==> src/rtl/multicycle_ctrl_pkg.sv <==
// Shared encodings for the multicycle MIPS-lite controller: FSM states, ALU/extender codes, opcodes and functs.
// Latency: n/a (constants only).
// Backpressure: n/a.
package multicycle_ctrl_pkg;

  // FSM state codes; these values are visible on the state output.
  typedef enum logic [2:0] {
    ST_FETCH  = 3'd0,
    ST_DECODE = 3'd1,
    ST_EXEC   = 3'd2,
    ST_MEM    = 3'd3,
    ST_WB     = 3'd4
  } state_e;

  // Coarse instruction class; it chooses the path through the FSM.
  typedef enum logic [2:0] {
    CLS_ALU   = 3'd0,
    CLS_BEQ   = 3'd1,
    CLS_BNE   = 3'd2,
    CLS_LOAD  = 3'd3,
    CLS_STORE = 3'd4,
    CLS_J     = 3'd5,
    CLS_JAL   = 3'd6,
    CLS_JR    = 3'd7
  } instr_cls_e;

  // ALU operation codes understood by the datapath ALU.
  localparam logic [4:0] ALUOp_NOP  = 5'd0;
  localparam logic [4:0] ALUOp_ADDU = 5'd1;
  localparam logic [4:0] ALUOp_ADD  = 5'd2;
  localparam logic [4:0] ALUOp_SUBU = 5'd3;
  localparam logic [4:0] ALUOp_SUB  = 5'd4;
  localparam logic [4:0] ALUOp_AND  = 5'd5;
  localparam logic [4:0] ALUOp_OR   = 5'd6;
  localparam logic [4:0] ALUOp_SLT  = 5'd7;
  localparam logic [4:0] ALUOp_SLL  = 5'd8;
  localparam logic [4:0] ALUOp_SRL  = 5'd9;
  localparam logic [4:0] ALUOp_SRA  = 5'd10;

  // Immediate extender modes.
  localparam logic [1:0] EXT_ZERO    = 2'd0;
  localparam logic [1:0] EXT_SIGNED  = 2'd1;
  localparam logic [1:0] EXT_HIGHPOS = 2'd2;

  // PC source select and branch-type codes.
  localparam logic [1:0] JMP_NONE = 2'b00;
  localparam logic [1:0] JMP_J    = 2'b01;
  localparam logic [1:0] JMP_JAL  = 2'b10;
  localparam logic [1:0] JMP_JR   = 2'b11;
  localparam logic [1:0] BR_NONE  = 2'b00;
  localparam logic [1:0] BR_BEQ   = 2'b01;
  localparam logic [1:0] BR_BNE   = 2'b10;

  // Opcodes (IR[31:26]).
  localparam logic [5:0] OP_RTYPE = 6'h00;
  localparam logic [5:0] OP_J     = 6'h02;
  localparam logic [5:0] OP_JAL   = 6'h03;
  localparam logic [5:0] OP_BEQ   = 6'h04;
  localparam logic [5:0] OP_BNE   = 6'h05;
  localparam logic [5:0] OP_ADDI  = 6'h08;
  localparam logic [5:0] OP_SLTI  = 6'h0A;
  localparam logic [5:0] OP_ORI   = 6'h0D;
  localparam logic [5:0] OP_LUI   = 6'h0F;
  localparam logic [5:0] OP_LW    = 6'h23;
  localparam logic [5:0] OP_SW    = 6'h2B;

  // R-type function codes (IR[5:0]).
  localparam logic [5:0] FN_SLL  = 6'h00;
  localparam logic [5:0] FN_SRL  = 6'h02;
  localparam logic [5:0] FN_SRA  = 6'h03;
  localparam logic [5:0] FN_JR   = 6'h08;
  localparam logic [5:0] FN_ADD  = 6'h20;
  localparam logic [5:0] FN_ADDU = 6'h21;
  localparam logic [5:0] FN_SUB  = 6'h22;
  localparam logic [5:0] FN_SUBU = 6'h23;
  localparam logic [5:0] FN_AND  = 6'h24;
  localparam logic [5:0] FN_OR   = 6'h25;
  localparam logic [5:0] FN_SLT  = 6'h2A;

endpackage

==> src/rtl/multicycle_ctrl_instr_decode.sv <==
// Per-instruction field decode: ALU op, extender mode, ALU B source, dest select, class and legality.
// Latency: purely combinational.
// Backpressure: none; outputs follow OpCode/Funct directly.
module instr_decode
  import multicycle_ctrl_pkg::*;
(
  input  logic [5:0]  opcode_i,
  input  logic [5:0]  funct_i,
  output logic [4:0]  aluctrl_o,
  output logic [1:0]  extop_o,
  output logic        alusrc_o,
  output logic        regdst_o,
  output instr_cls_e  cls_o,
  output logic        legal_o
);

  // Table lookup on opcode, then on funct for R-type; unknown encodings clear legal_o.
  always_comb begin
    aluctrl_o = ALUOp_NOP;
    extop_o   = EXT_ZERO;
    alusrc_o  = 1'b0;
    regdst_o  = 1'b1;
    cls_o     = CLS_ALU;
    legal_o   = 1'b1;
    case (opcode_i)
      OP_RTYPE: begin
        regdst_o = 1'b0;
        case (funct_i)
          FN_ADDU: aluctrl_o = ALUOp_ADDU;
          FN_ADD:  aluctrl_o = ALUOp_ADD;
          FN_SUBU: aluctrl_o = ALUOp_SUBU;
          FN_SUB:  aluctrl_o = ALUOp_SUB;
          FN_SLT:  aluctrl_o = ALUOp_SLT;
          FN_SLL:  aluctrl_o = ALUOp_SLL;
          FN_SRL:  aluctrl_o = ALUOp_SRL;
          FN_SRA:  aluctrl_o = ALUOp_SRA;
          FN_AND:  aluctrl_o = ALUOp_AND;
          FN_OR:   aluctrl_o = ALUOp_OR;
          FN_JR:   cls_o     = CLS_JR;
          default: legal_o   = 1'b0;
        endcase
      end
      OP_ORI:  begin aluctrl_o = ALUOp_OR;  extop_o = EXT_ZERO;    alusrc_o = 1'b1; end
      OP_LUI:  begin aluctrl_o = ALUOp_OR;  extop_o = EXT_HIGHPOS; alusrc_o = 1'b1; end
      OP_SLTI: begin aluctrl_o = ALUOp_SLT; extop_o = EXT_SIGNED;  alusrc_o = 1'b1; end
      OP_ADDI: begin aluctrl_o = ALUOp_ADD; extop_o = EXT_SIGNED;  alusrc_o = 1'b1; end
      OP_LW: begin
        aluctrl_o = ALUOp_ADD; extop_o = EXT_SIGNED; alusrc_o = 1'b1; cls_o = CLS_LOAD;
      end
      OP_SW: begin
        aluctrl_o = ALUOp_ADD; extop_o = EXT_SIGNED; alusrc_o = 1'b1; cls_o = CLS_STORE;
      end
      OP_BEQ:  begin aluctrl_o = ALUOp_SUB; extop_o = EXT_SIGNED; cls_o = CLS_BEQ; end
      OP_BNE:  begin aluctrl_o = ALUOp_SUB; extop_o = EXT_SIGNED; cls_o = CLS_BNE; end
      OP_J:    cls_o = CLS_J;
      OP_JAL:  cls_o = CLS_JAL;
      default: legal_o = 1'b0;
    endcase
  end

endmodule

==> src/rtl/multicycle_ctrl.sv <==
// Multicycle MIPS-lite control FSM (FETCH/DECODE/EXEC/MEM/WB) with a memory wait-timeout counter.
// Latency: J/JAL/JR 2 cycles, BEQ/BNE 3, SW and ALU ops 4, LW 5 when mem_ready is always high.
// Backpressure: FETCH and MEM stall on mem_ready low; after MEM_TIMEOUT low cycles the access aborts with bus_err.
module multicycle_ctrl
  import multicycle_ctrl_pkg::*;
#(
  parameter int MEM_TIMEOUT = 16
) (
  input  logic       clk,
  input  logic       rst,
  input  logic [5:0] OpCode,
  input  logic [5:0] Funct,
  input  logic       mem_ready,
  output logic       PCWr,
  output logic       IRWr,
  output logic       RegDst,
  output logic       MemR,
  output logic       Mem2R,
  output logic       MemW,
  output logic       RegW,
  output logic       Alusrc,
  output logic [1:0] jump,
  output logic [1:0] Branch,
  output logic [1:0] EXTOp,
  output logic [4:0] Aluctrl,
  output logic [2:0] state,
  output logic       illegal,
  output logic       bus_err
);

  localparam int             CW  = $clog2(MEM_TIMEOUT + 1);
  localparam logic [CW-1:0]  TMO = CW'(MEM_TIMEOUT);

  state_e          state_q, state_d;
  logic [CW-1:0]   wait_q, wait_d, wait_inc;
  logic            timeout;

  logic [4:0]      dec_alu;
  logic [1:0]      dec_ext;
  logic            dec_alusrc, dec_regdst, dec_legal;
  instr_cls_e      dec_cls;

  instr_decode u_dec (
    .opcode_i  (OpCode),
    .funct_i   (Funct),
    .aluctrl_o (dec_alu),
    .extop_o   (dec_ext),
    .alusrc_o  (dec_alusrc),
    .regdst_o  (dec_regdst),
    .cls_o     (dec_cls),
    .legal_o   (dec_legal)
  );

  // Abort when this low-ready cycle would bring the wait count up to MEM_TIMEOUT;
  // a ready on that same cycle wins and completes the access normally.
  assign wait_inc = wait_q + CW'(1);
  assign timeout  = !mem_ready && (wait_inc == TMO);
  assign state    = state_q;

  // State and wait-counter registers.
  always_ff @(posedge clk) begin
    if (rst) begin
      state_q <= ST_FETCH;
      wait_q  <= '0;
    end else begin
      state_q <= state_d;
      wait_q  <= wait_d;
    end
  end

  // Next state and control outputs; the counter only survives while stalled in FETCH or MEM.
  always_comb begin
    state_d = ST_FETCH;
    wait_d  = '0;
    PCWr    = 1'b0;
    IRWr    = 1'b0;
    RegDst  = 1'b0;
    MemR    = 1'b0;
    Mem2R   = 1'b0;
    MemW    = 1'b0;
    RegW    = 1'b0;
    Alusrc  = 1'b0;
    jump    = JMP_NONE;
    Branch  = BR_NONE;
    EXTOp   = EXT_ZERO;
    Aluctrl = ALUOp_NOP;
    illegal = 1'b0;
    bus_err = 1'b0;
    case (state_q)
      ST_FETCH: begin
        MemR = 1'b1;
        if (mem_ready) begin
          IRWr    = 1'b1;
          PCWr    = 1'b1;
          state_d = ST_DECODE;
        end else if (timeout) begin
          bus_err = 1'b1;               // refetch from the unchanged PC
        end else begin
          state_d = ST_FETCH;
          wait_d  = wait_inc;
        end
      end
      ST_DECODE: begin
        if (!dec_legal) begin
          illegal = 1'b1;
        end else begin
          case (dec_cls)
            CLS_J:   begin jump = JMP_J;   PCWr = 1'b1; end
            CLS_JAL: begin jump = JMP_JAL; PCWr = 1'b1; RegW = 1'b1; end
            CLS_JR:  begin jump = JMP_JR;  PCWr = 1'b1; end
            default: state_d = ST_EXEC;
          endcase
        end
      end
      ST_EXEC: begin
        Alusrc  = dec_alusrc;
        EXTOp   = dec_ext;
        Aluctrl = dec_alu;
        case (dec_cls)
          CLS_BEQ:             Branch  = BR_BEQ;
          CLS_BNE:             Branch  = BR_BNE;
          CLS_LOAD, CLS_STORE: state_d = ST_MEM;
          default:             state_d = ST_WB;
        endcase
      end
      ST_MEM: begin
        MemR = (dec_cls == CLS_LOAD);
        MemW = (dec_cls == CLS_STORE);
        if (mem_ready) begin
          state_d = (dec_cls == CLS_LOAD) ? ST_WB : ST_FETCH;
        end else if (timeout) begin
          bus_err = 1'b1;
        end else begin
          state_d = ST_MEM;
          wait_d  = wait_inc;
        end
      end
      ST_WB: begin
        RegW   = 1'b1;
        RegDst = dec_regdst;
        Mem2R  = (dec_cls == CLS_LOAD);
      end
      default: ;                        // unused codes fall back to FETCH with outputs idle
    endcase
    // A reset cycle abandons the instruction: no architectural write or event pulse escapes.
    if (rst) begin
      PCWr    = 1'b0;
      IRWr    = 1'b0;
      RegW    = 1'b0;
      MemW    = 1'b0;
      Branch  = BR_NONE;
      illegal = 1'b0;
      bus_err = 1'b0;
    end
  end

endmodule

==> config.mk <==
export PLATFORM = sky130hd
export DESIGN_NAME = multicycle_ctrl
export DESIGN_NICKNAME = d
export VERILOG_FILES = /design/src/rtl/multicycle_ctrl_pkg.sv /design/src/rtl/multicycle_ctrl_instr_decode.sv /design/src/rtl/multicycle_ctrl.sv
export SDC_FILE = /design/constraint.sdc
export NUM_CORES = 1
export LEC_CHECK = 0
export ABC_AREA = 0
export CAP_MARGIN = 15
export CORE_UTILIZATION = 44
export DETAILED_ROUTE_END_ITERATION = 10
export PLACE_DENSITY = 0.81
export SYNTH_ARGS = -nofsm -noshare
export SYNTH_HDL_FRONTEND = slang
export SYNTH_SLANG_ARGS = --single-unit
==> constraint.sdc <==
create_clock -name clk -period 2.2 [get_ports clk]
set_clock_uncertainty 0.15 [all_clocks]
set_input_delay 0.22 -clock clk [delete_from_list [all_inputs] [get_ports clk]]
set_output_delay 0.22 -clock clk [all_outputs]
set_load 0.01 [all_outputs]
==> flow_summary.json <==
{
  "required_ns": 1.83,
  "wl_met2_um": 2600,
  "dpl.hpwl_um": 2850,
  "p_int_uw": 330,
  "worstSetupEndpointType": "output port",
  "routedWlPerCell_um": 19.7,
  "layout_setup_ws_ns": -0.108,
  "yosysSeqAreaShare_pct": 15.1,
  "clkTransAtPathRegs_ns": 0.05,
  "antenna_left": 0,
  "finalCritPeriodShare_pct": 105,
  "cp_common_cell": "buf_4",
  "syn-num-nets": 178,
  "p_clk_share_pct": 23.2,
  "hold_path.class": "register to register",
  "via_per_inst": 6.33,
  "ctsHoldBuffers": 0,
  "p_sw_uw": 187,
  "antenna_cells": 0,
  "multiInputGateArea_um2": 981,
  "slew_violations": 0,
  "ys_ff_latch": 8,
  "critPathLaunchType": "primary input",
  "die_width_um": 51.1,
  "yosysTopAreaCell": "dfxtp_1",
  "path_class": "primary input to output port",
  "initial_core_util_pct": 47.5,
  "path_delay_family": "buffers and inverters",
  "core-area_mm2": 0.00223,
  "pwr-share-seq_pct": 29.5,
  "grt_overflow": 0,
  "die_h_um": 51.1,
  "root_buffer": "clkbuf_4",
  "power_uw": 517,
  "n_fill_cell": 120,
  "synth_top_area_share_pct": 15.1,
  "synth.avg_cell_area_um2": 6.54,
  "syn_to_final_growth_pct": 85.5,
  "ios": 39,
  "syn_area_mm2": 0.00106,
  "seq_area_um2": 164,
  "dpl_worst_slack_ns": -0.786,
  "antenna_found_initial": 0,
  "drt-initial-drc-count": 116,
  "arrival_ns": 1.94,
  "grt_pass1_wl_um": 6840,
  "rows": 17,
  "synth-edff-count": 0,
  "cpMaxStageDelayCell": "clkdlybuf4s50_1",
  "p_leak_nw": 0.916,
  "clk_path_buf_depth": 2,
  "slowest_delay_ns": 0.47,
  "fmax_ghz": 0.433,
  "cap_violations": 0,
  "ys_async_sr_fraction_pct": 0,
  "grt_start_max_net_pins": 15,
  "swShare_pct": 36.1,
  "ys_warn_count": 0,
  "layout_min_cycle_time_ns": 2.31,
  "wl_met3_um": 534,
  "htreeDepth": 1,
  "wl_met1_um": 1930,
  "nets": 262,
  "grt_pass1_vias": 1533,
  "path_max_fanout": 2,
  "power.density_mw_per_mm2": 263,
  "synth_cells": 162,
  "setup_tns_ns": -0.372,
  "synthTopCellsByArea": "dfxtp_1, nor2_1, o21ai_0, nand2_1, nor2b_1",
  "cts.sinks": 8,
  "wl_um": 5350,
  "clkLatencyLatePin_ns": 0.26,
  "route.detailed.drc": 0,
  "path_cells": "clkdlybuf4s50_1 -> nor2b_1 -> nand4_1 -> buf_4 -> buf_4 -> or4b_4 -> nor2_1 -> buf_2",
  "rsz0062_at_grt": "true",
  "status": "finished, violations left",
  "hold_viol_final": 0,
  "num_vias": 1722,
  "port_buffers": 37,
  "violations": "setup timing",
  "synth_most_common_cell": "nor2_1",
  "drive_gt1_share_pct": 41.0,
  "first_pass_iters": 5,
  "path_buf_inv": 4,
  "place_congestion": 0.996,
  "routed.top_layer": "met4",
  "numCtsBuffers": 3,
  "dieArea_mm2": 0.00261,
  "grt.total_usage_pct": 34.6,
  "utilization_pct": 88.0,
  "setup_viol": 10,
  "power_frac_comb_pct": 47.3,
  "synthTopCellsByCount": "nor2_1, nand2_1, o21ai_0, a21oi_1, dfxtp_1",
  "yosys.cell_types.count": 47,
  "ir_worst_vdd_uv": 399,
  "cts_tree": "yes",
  "synth_ff_type": "dfxtp_1",
  "reg2reg_slack_ns": 0.11
}
## state kept, by name, summed over array words and instances, names as in the netlist
register,flops
wait_q,5
state,3
## metrics by stage
stage / hold slack, ns / cell area [um^2] / std cells
after detailed placement: 0.326 / 1720 / 258
after CTS: 0.340 / 1860 / 266
after global routing: 0.341 / 1970 / 272
after floorplan: 0.176 / 1060 / 162
after global placement: 0.307 / 1720 / 258
final: 0.317 / 1970 / 272
## final cells by class
type,instances,share of cell area (%)
well taps,28,1.78
flip-flops and latches,8,8.34
clock buffers,3,1.15
multi-input cells,138,49.9
repair buffers,91,38.1
inverters,4,0.764
## worst paths after layout
kind	startpoint	to	cells after the start
setup reg to reg	state[0]	state[1]	6
hold reg to reg	wait_q[0]	wait_q[0]	1
hold / removal	wait_q[0]	wait_q[0]	1
setup / recovery	Funct[5]	Branch[1]	8
## power groups by stage
stage | Combinational (mW) | Clock [mW] | Sequential, mW
after floorplan | 0.0910 | 0 | 0.156
after global placement | 0.188 | 0 | 0.154
after detailed placement | 0.193 | 0 | 0.154
after CTS | 0.208 | 0.115 | 0.151
after global routing | 0.257 | 0.135 | 0.153
final | 0.245 | 0.120 | 0.152
## repair_timing
item,CTS,global route
setup buffers,5,6
pin swaps,10,7
setup endpoints to repair,20,17
gates resized for setup,69,34
## cell usage in the layout, fill, tap and decap left out, types with 4 or more instances in the layout
cell type         n
buf_4            50
nor2_1           23
nor2b_1           6
nand2_1          13
o21ai_0          10
inv_1             4
a21oi_1           7
dfxtp_1           5
dlygate4sd2_1    11
clkdlybuf4s50_1   7
dlymetal6s2s_1    5
buf_2             6
buf_6             4
## per-layer routing
layer / up-vias / global-route usage [%]
li1: 754 / -
met1: 782 / 39.5
met2: 143 / 60.7
met3: 43 / 6.85
met4: 0 / 16.7
met5: - / 0
## cells by family (layout without fill, tap and decap cells)
logic type | count (synthesis) | count (layout) | synth area share (%)
simple gates | 90 | 90 | 46.3
xor+xnor | 6 | 6 | 4.96
fa+ha+maj | 1 | 1 | 1.18
buf+inv | 16 | 98 | 7.44
compound gates | 40 | 40 | 24.7
flops | 8 | 8 | 15.1
other cells | 1 | 1 | 0.354
## worst register-to-register path, delay by kind of cell, from the launching register on
kind / cells / cell delay [ns]
AOI/OAI and AO/OA: 2 / 0.51
DFF: 1 / 0.38
and+or+nand+nor: 2 / 0.61
buffers and inverters: 2 / 0.29
No activity file was read; power rests on OpenSTA's default activity.
